## src/rtl/asm_seq_controller.sv

```systemverilog
`default_nettype none
// ============================================================================
//  Module      : asm_seq_controller
//  Description : Registered IDLE -> ARMED -> FIRE -> IDLE sequencer. 'a' is
//                sampled only in IDLE, 'b' only in ARMED. ARMED gives up after
//                TIMEOUT cycles without 'b'; FIRE dwells HOLD_CYCLES enabled
//                cycles. All outputs are registered.
//  Ports       : clk  - rising-edge clock
//                rst  - asynchronous active-high reset
//                s    - asm_seq_controller_if.slave (en, a, b in;
//                       state, y, done, timeout, err, fire_count out)
//  Revision    : 1.0  initial release
// ============================================================================
package asm_seq_pkg;
  typedef enum logic [1:0] {
    S_IDLE    = 2'b00,
    S_ARMED   = 2'b01,
    S_FIRE    = 2'b10,
    S_ILLEGAL = 2'b11
  } state_t;
endpackage

module asm_seq_controller #(
  parameter int HOLD_CYCLES = 4,
  parameter int TIMEOUT     = 15,
  parameter int CNT_W       = 8
) (
  input  logic                 clk,
  input  logic                 rst,
  asm_seq_controller_if.slave  s
);
  import asm_seq_pkg::*;

  localparam int WAIT_W = (TIMEOUT > 1)     ? $clog2(TIMEOUT)     : 1;
  localparam int HOLD_W = (HOLD_CYCLES > 1) ? $clog2(HOLD_CYCLES) : 1;
  localparam logic [WAIT_W-1:0] C_WAIT_LAST = WAIT_W'(TIMEOUT - 1);
  localparam logic [HOLD_W-1:0] C_HOLD_LAST = HOLD_W'(HOLD_CYCLES - 1);

  state_t            r_state,   w_state_nxt;
  logic [WAIT_W-1:0] r_wait,    w_wait_nxt;
  logic [HOLD_W-1:0] r_hold,    w_hold_nxt;
  logic [CNT_W-1:0]  r_cnt,     w_cnt_nxt;
  logic              r_y,       w_y_nxt;
  logic              r_done,    w_done_nxt;
  logic              r_timeout, w_timeout_nxt;
  logic              r_err,     w_err_nxt;

  always_ff @(posedge clk or posedge rst) begin
    if (rst) begin
      r_state   <= S_IDLE;
      r_wait    <= '0;
      r_hold    <= '0;
      r_cnt     <= '0;
      r_y       <= 1'b0;
      r_done    <= 1'b0;
      r_timeout <= 1'b0;
      r_err     <= 1'b0;
    end else begin
      r_state   <= w_state_nxt;
      r_wait    <= w_wait_nxt;
      r_hold    <= w_hold_nxt;
      r_cnt     <= w_cnt_nxt;
      r_y       <= w_y_nxt;
      r_done    <= w_done_nxt;
      r_timeout <= w_timeout_nxt;
      r_err     <= w_err_nxt;
    end
  end

  // Inputs are only looked at inside the state that samples them, so an X on
  // the other input never reaches a register.
  always_comb begin
    w_state_nxt   = r_state;
    w_wait_nxt    = r_wait;
    w_hold_nxt    = r_hold;
    w_cnt_nxt     = r_cnt;
    w_y_nxt       = 1'b0;
    w_done_nxt    = 1'b0;
    w_timeout_nxt = 1'b0;
    w_err_nxt     = r_err;

    // Recovery from the unused encoding ignores en.
    if (r_state == S_ILLEGAL) begin
      w_state_nxt = S_IDLE;
      w_err_nxt   = 1'b1;
    end else if (s.en) begin
      case (r_state)
        S_IDLE: begin
          if (s.a) begin
            w_state_nxt = S_ARMED;
            w_wait_nxt  = '0;
          end
        end
        S_ARMED: begin
          // b takes priority over an expiring wait counter.
          if (s.b) begin
            w_state_nxt = S_FIRE;
            w_y_nxt     = 1'b1;
            w_hold_nxt  = '0;
          end else if (r_wait == C_WAIT_LAST) begin
            w_state_nxt   = S_IDLE;
            w_timeout_nxt = 1'b1;
          end else begin
            w_wait_nxt = r_wait + WAIT_W'(1);
          end
        end
        S_FIRE: begin
          if (r_hold == C_HOLD_LAST) begin
            w_state_nxt = S_IDLE;
            w_done_nxt  = 1'b1;
            if (r_cnt != {CNT_W{1'b1}}) begin
              w_cnt_nxt = r_cnt + CNT_W'(1);
            end
          end else begin
            w_hold_nxt = r_hold + HOLD_W'(1);
          end
        end
        default: begin
          w_state_nxt = S_IDLE;
        end
      endcase
    end
  end

  assign s.state      = r_state;
  assign s.y          = r_y;
  assign s.done       = r_done;
  assign s.timeout    = r_timeout;
  assign s.err        = r_err;
  assign s.fire_count = r_cnt;

endmodule
`default_nettype wire
```

## src/rtl/asm_seq_controller_if.sv

```systemverilog
`default_nettype none
// ============================================================================
//  Module      : asm_seq_controller_if
//  Description : Handshake/status bundle between the board-level stimulus and
//                the asm_seq_controller sequencer.
//                  en, a, b      - step enable, start and fire conditions
//                  state         - current FSM state (00 IDLE, 01 ARMED, 10 FIRE)
//                  y             - one-cycle pulse on entry to FIRE
//                  done          - one-cycle pulse when FIRE completes
//                  timeout       - one-cycle pulse when ARMED gives up
//                  err           - sticky illegal-state flag
//                  fire_count    - saturating count of completed FIRE phases
//                master : drives en/a/b, observes status
//                slave  : the sequencer itself
//  Revision    : 1.0  initial release
// ============================================================================
interface asm_seq_controller_if #(
  parameter int CNT_W = 8
);
  logic             en;
  logic             a;
  logic             b;
  logic [1:0]       state;
  logic             y;
  logic             done;
  logic             timeout;
  logic             err;
  logic [CNT_W-1:0] fire_count;

  modport master (
    output en, a, b,
    input  state, y, done, timeout, err, fire_count
  );

  modport slave (
    input  en, a, b,
    output state, y, done, timeout, err, fire_count
  );
endinterface
`default_nettype wire

```

## src/flat_wrapper.sv

```systemverilog
// flat-port wrapper written by rule: the top's interface ports become plain ports
module asm_seq_controller_flat import asm_seq_pkg::*;
#(
  parameter int HOLD_CYCLES = 4,
  parameter int TIMEOUT     = 15,
  parameter int CNT_W       = 8
)
  (clk, rst, s_en, s_a, s_b, s_state, s_y, s_done, s_timeout, s_err, s_fire_count);
  asm_seq_controller_if #(.CNT_W(CNT_W)) s_i ();
  input  logic clk;
  input  logic rst;
  input wire logic [$bits(s_i.en)-1:0] s_en;
  input wire logic [$bits(s_i.a)-1:0] s_a;
  input wire logic [$bits(s_i.b)-1:0] s_b;
  output wire logic [$bits(s_i.state)-1:0] s_state;
  output wire logic [$bits(s_i.y)-1:0] s_y;
  output wire logic [$bits(s_i.done)-1:0] s_done;
  output wire logic [$bits(s_i.timeout)-1:0] s_timeout;
  output wire logic [$bits(s_i.err)-1:0] s_err;
  output wire logic [$bits(s_i.fire_count)-1:0] s_fire_count;
  assign s_i.en = s_en;
  assign s_i.a = s_a;
  assign s_i.b = s_b;
  assign s_state = s_i.state;
  assign s_y = s_i.y;
  assign s_done = s_i.done;
  assign s_timeout = s_i.timeout;
  assign s_err = s_i.err;
  assign s_fire_count = s_i.fire_count;
  asm_seq_controller #(.HOLD_CYCLES(HOLD_CYCLES), .TIMEOUT(TIMEOUT), .CNT_W(CNT_W)) u_core (.clk(clk), .rst(rst), .s(s_i));
endmodule
```

## config.mk

```make
export PLATFORM = sky130hd
export DESIGN_NAME = asm_seq_controller_flat
export DESIGN_NICKNAME = d
export VERILOG_FILES = /design/src/rtl/asm_seq_controller.sv /design/src/rtl/asm_seq_controller_if.sv /design/src/flat_wrapper.sv
export SDC_FILE = /design/constraint.sdc
export NUM_CORES = 1
export LEC_CHECK = 0
export BUFFER_PORTS_ARGS = -buffer_cell sky130_fd_sc_hd__buf_4
export CAP_MARGIN = 20
export CORE_ASPECT_RATIO = 1.25
export CORE_MARGIN = 1.5
export CORE_UTILIZATION = 50
export DETAILED_ROUTE_END_ITERATION = 10
export PLACE_DENSITY_LB_ADDON = 0.08
export SYNTH_ARGS = -nofsm -noshare
export SYNTH_HDL_FRONTEND = slang
export SYNTH_SLANG_ARGS = --single-unit
```

## constraint.sdc

```tcl
create_clock -name clk -period 3.65 [get_ports clk]
set_clock_uncertainty 0.05 [all_clocks]
set_input_delay 0.365 -clock clk [delete_from_list [all_inputs] [get_ports clk]]
set_output_delay 0.365 -clock clk [all_outputs]
set_load 0.005 [all_outputs]
```

==> flow_metrics.tcl <==
set metrics [dict create \
    status "finished, final reports clean" \
    synth_top_family_by_area "simple AND/OR/NAND/NOR gates" \
    grt_use_met2_pct 30.3 \
    antenna_found_initial 0 \
    clockRootBuffer "clkbuf_4" \
    critPathBufInv 1 \
    cts_buffer_depth 2 \
    tightest_slew_ns 0.739 \
    final_common_cell "dfrtp_1" \
    synth_top_cell_area_share_pct 49.9 \
    nNetsFinal 120 \
    max_cap_viol_count 0 \
    r2r-end "u_core.r_wait[1]" \
    cts_made_buffers 3 \
    cts_tree "built" \
    critPathTopFamily "simple AND/OR/NAND/NOR gates" \
    rsz0062_at_grt "false" \
    synth.ff_latch_count 20 \
    fin_cells 128 \
    p_leak_nw 0.620 \
    num_rows 17 \
    vias_per_cell 5.45 \
    async_flop_share_pct 100 \
    yosys-top-cells-area "dfrtp_1 50%, ha_1 5.0%, mux2_4 4.5%, xor2_1 3.5%, inv_1 2.6%" \
    timing.final.crit_share_pct 47.3 \
    avgRoutedWirePerCell_um 13.0 \
    reg2reg_from "u_core.r_wait[0]" \
    place.gp.congestion 0.778 \
    start_kind "flip-flop" \
    area_delta_synth_final_pct 18.1 \
    top_usage_layer "met2" \
    endpoint_kind "flip-flop" \
    post_cts_resized 0 \
    fmax_mhz 579 \
    port_buffers 18 \
    synth_edf_count 0 \
    yosys_warnings 0 \
    grt_pass1_vias 688 \
    insertion_delay_ns 0.28 \
    r2r_slack_ns 1.92 \
    wl_um 1660 \
    worstPathMaxFanout 5 \
    startpoint "u_core.r_wait[0]" \
    drv_slew 0 \
    postCtsHoldBufs 0 \
    ys_types 37 \
    num_io_pins 19 \
    antenna_cells 0 \
    yosysTopAreaCell "dfrtp_1" \
    path_class "reg2reg" \
    core_area_mm2 0.00183 \
    finalPower_mw 0.539 \
    grt_start_max_net_pins 21 \
    post_cts_buffers 0 \
    final_cell_mix "20 x dfrtp_1, 18 x buf_4, 7 x inv_1" \
    path_clk_slew_ns 0.10 \
    power.density_mw_per_mm2 455 \
    worst_ep_arrival_time_ns 1.86 \
    cpMaxStageDelayCell "dfrtp_1" \
    ir_drop_uv 373 \
    route.antenna.remaining_nets 0 \
    cp.required_ns 3.78 \
    detail_route.first_pass.iterations 4 \
    synth-xor-area-share_pct 6.11 \
    synth-compound-area-share_pct 10.7 \
    track_usage_pct 17.9 \
    synth_simple_gate_area_share_pct 20.1 \
    fin_setup_tns_ns 0 \
    drive_gt1_share_pct 32.1 \
    start_util_pct 54.9 \
    placedCellCount 125 \
    hold_viol_final 0 \
    vias 697 \
    met3_usage_pct 3.41 \
    grt_pass1_wl_um 3010 \
    crit_chain "inv_1, ha_1, and3_2, o22ai_1, and3b_4, mux2_4" \
    max_stage_delay_ns 0.40 \
    synth-main-ff-cell "dfrtp_1" \
    synth_mux_area_share_pct 5.61 \
    drtIter0Drc 8 \
    syn_inst 88 \
    setup_ws_ns 1.92 \
    htree_levels 1 \
    die_area_mm2 0.00229 \
    setup_viol 0 \
    grt_util_met1_pct 21.7 \
    drc 0 \
    relSlewSlack_pct 50.7 \
    synth_area_mm2 0.00100 \
    hp-class "in2async" \
    grt-ovfl-total 0 \
    yosys.area_share.adder_pct 4.99 \
    min_period_ns 1.73 \
    die_y_um 53.1 \
    dp_hpwl_um 1260 \
    avgSynthCellArea_um2 11.4 \
    synth_fp_nets 97 \
    ys_seq_area_share_pct 49.9 \
    die_w_um 43.1 \
    dp_slack_ns 1.94 \
    worstRegToRegCells 6 \
    clock-sinks 20 \
]
## kinds of logic after synthesis
kind of cell,after synthesis
XOR/XNOR,7
multiplexers,4
AND/OR/NAND/NOR,32
flip-flops,20
adder cells (fa/ha/maj),4
buffers and inverters,7
AO/OA/AOI/OAI,14
## metrics by stage
step,area [um^2],util [%],hold slack [ns]
2_1_floorplan,1000,-,0.279
3_3_place_gp,1160,63.5,0.390
3_5_place_dp,1160,63.5,0.396
4_1_cts,1180,64.8,0.179
5_1_grt,1180,64.8,0.199
6_report,1180,64.8,0.149
## where the power goes
group,switching (mW),internal [mW],total (mW)
clock,0.0599,0.0383,0.0981
sequential,0.0386,0.254,0.292
combinational,0.0650,0.0841,0.149
total,0.163,0.376,0.539
## layer usage
metal / wire length, um / part of all wire, %
met1: 767 / 46
met2: 800 / 48
met3: 79 / 4.7
met4: 16 / 0.96
met5: 0 / 0
## worst max-delay path by stage
stage                     slack, ns          endpoint  cells after the start
after floorplan                2.02  u_core.r_wait[1]                      6
after global placement         1.98  u_core.r_wait[1]                      6
after detailed placement       1.94  u_core.r_wait[1]                      6
after CTS                      1.92  u_core.r_wait[1]                      6
after global routing           1.88  u_core.r_wait[1]                      6
final                          1.92  u_core.r_wait[1]                      6
## cells in the mapped netlist (2+ instances only)
master	number
dfrtp_1	20
inv_1	7
o21ai_1	2
a31oi_1	2
nor4_1	2
mux2_4	3
o211ai_2	2
a21oi_1	3
xor2_1	4
xnor2_1	3
nand2b_1	3
ha_1	4
nand2_1	3
nand3_1	3
nor2_1	5
## layout make-up
type | count | area [um^2]
multi-input combinational | 61 | 477
inverter | 7 | 26.3
clock buffer | 3 | 22.5
tap | 19 | 23.8
fill | 161 | 644
sequential | 20 | 500
timing repair buffer | 18 | 135
## flip-flops by register name (all words and copies together) (netlist names)
| signal | cells |
|---|---|
| u_core.s.y | 1 |
| u_core.r_wait | 4 |
| u_core.s.err | 1 |
| u_core.r_hold | 2 |
| u_core.s.timeout | 1 |
| u_core.s.done | 1 |
| u_core.s.state | 2 |
| u_core.s.fire_count | 8 |
(Power assumes the default switching activity.)
